==> src/rtl/spiking_array_feeder_2x2_pkg.sv <==
// Shared definitions for the 2x2 spiking array feeder: FSM state encoding and
// the width helper used for the step/flush counters.
package spiking_array_feeder_2x2_pkg;

   typedef enum logic [1:0] {
      ST_LOAD  = 2'd0,
      ST_DRAIN = 2'd1,
      ST_FLUSH = 2'd2
   } feeder_state_t;

   // Counters must hold the full range 0..limit inclusive.
   function automatic int count_width(input int limit);
      return $clog2(limit + 1);
   endfunction

endpackage

==> src/rtl/spiking_array_feeder_2x2_skew_shift.sv <==
// N-lane enable skew: lane k is the input enable delayed by k cycles, so a
// single "step t" strobe becomes the diagonal read pattern of an NxN array.
module spiking_array_feeder_2x2_skew_shift
   import spiking_array_feeder_2x2_pkg::*;
#(
   parameter int N = 2
) (
   input  logic         clk,
   input  logic         rstn,
   input  logic         en_in,
   output logic [N-1:0] en_out
);

   logic [N-1:1] dly;

   always_ff @(posedge clk) begin
      if (!rstn) begin
         dly <= '0;
      end else begin
         for (int k = 1; k < N; k++) begin
            dly[k] <= en_out[k-1];
         end
      end
   end

   assign en_out = {dly, en_in};

endmodule

==> src/rtl/spiking_array_feeder_2x2.sv <==
// Transmit side of the 2x2 spiking systolic array: loads K steps into the row
// and column FIFOs, replays them with a diagonal read skew, then pulses done.
module spiking_array_feeder_2x2
   import spiking_array_feeder_2x2_pkg::*;
#(
   parameter int DEPTH        = 8,
   parameter int DATA_WIDTH   = 16,
   parameter int FLUSH_CYCLES = 4
) (
   input  logic                    clk,
   input  logic                    rstn,
   input  logic                    s_valid,
   output logic                    s_ready,
   input  logic [1:0]              s_spikes,
   input  logic [2*DATA_WIDTH-1:0] s_weights,
   input  logic                    s_last,
   output logic                    in_row_0,
   output logic                    in_row_1,
   output logic                    row_fifo_0_w_en,
   output logic                    row_fifo_1_w_en,
   output logic                    row_fifo_0_r_en,
   output logic                    row_fifo_1_r_en,
   output logic [DATA_WIDTH-1:0]   in_col_0,
   output logic [DATA_WIDTH-1:0]   in_col_1,
   output logic                    col_fifo_0_w_en,
   output logic                    col_fifo_1_w_en,
   output logic                    col_fifo_0_r_en,
   output logic                    col_fifo_1_r_en,
   output logic                    busy,
   output logic                    done,
   output logic [1:0]              dbg_state
);

   localparam int CW = count_width(DEPTH);
   localparam int FW = count_width(FLUSH_CYCLES);
   localparam logic [CW-1:0] DEPTH_C    = CW'(DEPTH);
   localparam logic [CW-1:0] LAST_SLOT  = CW'(DEPTH - 1);
   localparam logic [FW-1:0] FLUSH_LAST = FW'(FLUSH_CYCLES - 1);

   feeder_state_t state, state_nxt;

   logic [CW-1:0]         count;
   logic [CW-1:0]         t_cnt;
   logic [FW-1:0]         f_cnt;
   logic                  closed;
   logic                  hs;
   logic                  close_batch;
   logic                  flush_end;
   logic                  lane0;
   logic [1:0]            r_en;
   logic                  w_en_q;
   logic [1:0]            row_q;
   logic [DATA_WIDTH-1:0] col0_q;
   logic [DATA_WIDTH-1:0] col1_q;
   logic                  done_q;

   // Handshake: a step transfers on a cycle where s_valid and s_ready are both
   // high. s_ready never depends on s_valid; a valid step offered while s_ready
   // is low is simply not taken and is not held off by any stall.
   always_comb begin
      s_ready     = 1'b0;
      hs          = 1'b0;
      close_batch = 1'b0;
      flush_end   = 1'b0;
      lane0       = 1'b0;
      state_nxt   = state;

      s_ready     = (state == ST_LOAD) && !closed && (count < DEPTH_C);
      hs          = s_valid && s_ready;
      close_batch = hs && (s_last || (count == LAST_SLOT));
      flush_end   = (state == ST_FLUSH) && (f_cnt == FLUSH_LAST);
      lane0       = (state == ST_DRAIN) && (t_cnt < count);

      // The closed LOAD cycle lets the last write land before reads begin.
      case (state)
         ST_LOAD:  if (closed)           state_nxt = ST_DRAIN;
         ST_DRAIN: if (t_cnt == count)   state_nxt = ST_FLUSH;
         ST_FLUSH: if (flush_end)        state_nxt = ST_LOAD;
         default:                        state_nxt = ST_LOAD;
      endcase
   end

   always_ff @(posedge clk) begin
      if (!rstn) begin
         state  <= ST_LOAD;
         count  <= '0;
         t_cnt  <= '0;
         f_cnt  <= '0;
         closed <= 1'b0;
         w_en_q <= 1'b0;
         row_q  <= '0;
         col0_q <= '0;
         col1_q <= '0;
         done_q <= 1'b0;
      end else begin
         state  <= state_nxt;
         w_en_q <= hs;
         done_q <= flush_end;
         if (hs) begin
            row_q  <= s_spikes;
            col0_q <= s_weights[DATA_WIDTH-1:0];
            col1_q <= s_weights[2*DATA_WIDTH-1:DATA_WIDTH];
            count  <= count + 1'b1;
         end
         if (close_batch) begin
            closed <= 1'b1;
         end
         t_cnt <= (state == ST_DRAIN) ? t_cnt + 1'b1 : '0;
         f_cnt <= (state == ST_FLUSH) ? f_cnt + 1'b1 : '0;
         if (flush_end) begin
            count  <= '0;
            closed <= 1'b0;
         end
      end
   end

   spiking_array_feeder_2x2_skew_shift #(.N(2)) u_skew (
      .clk    (clk),
      .rstn   (rstn),
      .en_in  (lane0),
      .en_out (r_en)
   );

   assign in_row_0        = row_q[0];
   assign in_row_1        = row_q[1];
   assign in_col_0        = col0_q;
   assign in_col_1        = col1_q;
   assign row_fifo_0_w_en = w_en_q;
   assign row_fifo_1_w_en = w_en_q;
   assign col_fifo_0_w_en = w_en_q;
   assign col_fifo_1_w_en = w_en_q;
   assign row_fifo_0_r_en = r_en[0];
   assign col_fifo_0_r_en = r_en[0];
   assign row_fifo_1_r_en = r_en[1];
   assign col_fifo_1_r_en = r_en[1];
   assign busy            = (state == ST_DRAIN) || (state == ST_FLUSH);
   assign done            = done_q;
   assign dbg_state       = state;

endmodule

==> config.mk <==
export PLATFORM = sky130hd
export DESIGN_NAME = spiking_array_feeder_2x2
export DESIGN_NICKNAME = d
export VERILOG_FILES = /design/src/rtl/spiking_array_feeder_2x2_pkg.sv /design/src/rtl/spiking_array_feeder_2x2_skew_shift.sv /design/src/rtl/spiking_array_feeder_2x2.sv
export SDC_FILE = /design/constraint.sdc
export NUM_CORES = 1
export LEC_CHECK = 0
export ABC_AREA = 1
export BUFFER_PORTS_ARGS = -buffer_cell sky130_fd_sc_hd__clkbuf_2
export CAP_MARGIN = 20
export CORE_MARGIN = 10
export CORE_UTILIZATION = 30
export DETAILED_ROUTE_END_ITERATION = 7
export GPL_ROUTABILITY_DRIVEN = 0
export PLACE_DENSITY = 0.54
export SYNTH_ARGS = -nofsm -noshare
export SYNTH_HDL_FRONTEND = slang
export SYNTH_SLANG_ARGS = --single-unit
export TNS_END_PERCENT = 100
==> constraint.sdc <==
create_clock -name clk -period 2.7 [get_ports clk]
set_clock_uncertainty 0.15 [all_clocks]
set_input_delay 0.405 -clock clk [delete_from_list [all_inputs] [get_ports clk]]
set_output_delay 0.405 -clock clk [all_outputs]
set_load 0.01 [all_outputs]
==> run_results.csv <==
group,metric,value,unit
critical_path,path_buf_inv,2,
critical_path,path_cells,"inv_1, ha_1, nand2_1, nand3b_1, nor2_1, clkbuf_2",
routing,remaining_drc_errors,0,
floorplan,dieWidth,103,um
floorplan,start_util,30.5,%
placement,dp_cells,405,
routing,met3WireLength,456,um
grt,antenna_found_initial,0,
worst_hold_path,hp-class,"input pin to register",
yosys,syn-instance-count,255,
clock_network,clock-sinks,51,
yosys,synthesis.nets,305,
run_status,status,"finished clean",
pwr,p_per_area,952,nW/um2
timing,tightest_slew,0.444,ns
critical_path,critPathSlowestCell,"dfxtp_1",
timing,fmax,0.460,GHz
yosys,ys_seq_elements,51,
clock_network,cts_made_buffers,5,
yosys,yosysTopAreaCellShare,49.8,%
timing,drv_slew,0,
placement,dp_hpwl,3.95,mm
timing,final_hold_viol_count,0,
timing,setup_viol,0,
finish,fin_area,2600,um2
grt,grt_pass1_vias,1754,
timing,fin_crit,2.17,ns
pwr,p_leak,1.26,nW
routing,wl,5.22,mm
finish,area_growth,27.0,%
grt,grt_max_degree,40,
timing,tns,0,ns
critical_path,r2r_cells,8,
critical_path,worstReg2RegEnd,"in_col_1[2]",
critical_path,critPathCaptureType,"output pin",
worst_hold_path,worstHoldStart,"s_weights[31]",
clock_network,cts_setup_buffers,0,
critical_path,cp_num_cells,6,
floorplan,die_h,103,um
routing,wl_met1,2.13,mm
routing,dr.pass1.iters,4,
timing,slew_headroom,70.3,%
finish,drive_gt1_share,30.0,%
yosys,yosysTopAreaCell,"dfxtp_1",
critical_path,ff2ff_setup_slack,0.86,ns
yosys,yosysWarnings,0,
yosys,netlist_top_cells_area,"dfxtp_1 50%, nor2_1 15%, ha_1 7.3%",
finish,final_cell_mix,"84 x nor2_1, 84 x clkbuf_2, 51 x dfxtp_1",
floorplan,fp.coreArea,6720,um2
placement,io_buffers,84,
placement,place_area,2490,um2
routing,highest_layer,"met4",
floorplan,die-area,10500,um2
routing,vias_per_cell,4.39,
floorplan,rows,30,
clock_network,cts_root_buf,"clkbuf_8",
clock_network,clockBufferDepth,2,
finish,layout.cells.non_filler,413,
critical_path,crit_type,"register to output pin",
run,cap_violations,0,
timing,post-route-period-util,80.4,%
yosys,avgSynthCellArea,8.03,um2
routing,num_vias,1813,
yosys,synth.distinct_cells,24,
critical_path,worstPathArrival,1.62,ns
finish,nNetsFinal,382,
critical_path,timing.rr.start,"dbg_state[0]",
routing,drt_iter0_markers,35,
timing,rsz0062_at_grt,"no",
worst_hold_path,min_to,"in_col_1[15]",
yosys,seq_area_frac_synth,49.8,%
clock_network,clk_latency,0.30,ns
critical_path,crit_required,2.14,ns
grt,groute.usage.overall,10.1,%
pwr,power.ir.vdd_worst,272,uV
finish,antennaDiodeCount,0,
routing,wire_per_inst,12.6,um
clock_network,htreeDepth,2,
critical_path,start_kind,"register",
critical_path,critical_path.max_fanout,4,
pwr,p_total,0.00248,W
floorplan,io_pins,85,
timing,setup_slack,0.528,ns
clock_network,cts_resized,0,
yosys,synth_area,2050,um2
routing,wl_met2,2.54,mm
worst_hold_path,whs_path_depth,3,
grt,grt-ovfl-total,0,
clock_network,path_clk_slew,0.09,ns
placement,dp_slack,0.827,ns
critical_path,critPathTopFamily,"flip-flops",
clock_network,cts_hold_buffers,0,
routing,ant_nets,0,
clock_network,cts_tree,"done",
critical_path,critical-path-max-stage-delay,0.47,ns
grt,grt_pass1_wl,8.38,mm
-- power by group --
group          leakage [nW]  internal, W  total (W)  switching (W)
logic                 0.783     0.000359   0.000933       0.000574
clock network        0.0581     0.000276   0.000531       0.000255
registers             0.420     0.000921    0.00101      0.0000898
-- how the worst max path moves through the flow --
stage	start	end	slack, ns
4_1_cts	count[3]	row_fifo_0_r_en	0.49
3_5_place_dp	dbg_state[0]	count[2]	0.83
6_report	count[3]	col_fifo_0_r_en	0.53
2_1_floorplan	count[3]	row_fifo_0_r_en	0.84
3_3_place_gp	count[3]	col_fifo_0_r_en	0.85
5_1_grt	count[3]	row_fifo_0_r_en	0.38
-- metal layers --
layer,GRT usage [%],vias to the layer above
met3,3.75,6
met5,0,-
met1,10.7,804
met2,17.9,51
met4,3.58,0
li1,-,952
-- sequential cells by signal (all words and copies together) (netlist names) --
name and flops:
closed 1, col_fifo_0_w_en 1, count 4, dbg_state 2, done 1, f_cnt 3, in_col_0 16, in_col_1 16
row_q 2, t_cnt 4, u_skew.dly 1
-- synth_stat cells (all sizes together) --
library cell  count
xnor2             1
dfxtp            51
nand3b            1
buf              15
clkbuf            2
ha               12
a21oi             8
or2               1
nand3             2
o21ai            38
xor2              1
nor3              3
nor2             85
o21bai            1
inv              18
nand2            16
-- final cells by class --
type                    count  area [um2]
well taps                  80         100
flip-flops and latches     51        1020
repair buffers             87         455
multi-input cells         169         845
clock buffers               5        68.8
clock inverters             3        43.8
fillers                   735        4120
inverters                  18        67.6
-- kinds of logic (layout without fill, tap and decap cells) --
logic type	count (synthesis)	in the layout	share of synthesized area (%)
and+or+nand+nor	108	108	21.1
DFF	51	51	49.8
AOI/OAI and AO/OA	47	47	11.6
buffers and inverters	35	113	9.22
adders and majority gates	12	12	7.33
xor gates and xnor gates	2	2	0.855
-- metrics by stage --
step	hold slack, ns	util [%]
floorplan	0.249	-
global placement	0.262	37.0
finish	0.185	38.7
global route	0.181	38.7
CTS	0.166	38.7
detailed placement	0.279	37.0
-- tightest hold or removal path, stage by stage --
cell and delay [ns]:
clkbuf_2 0.07, o21ai_1 0.06, nor2_1 0.07
Power figures use the tool's default switching activity.
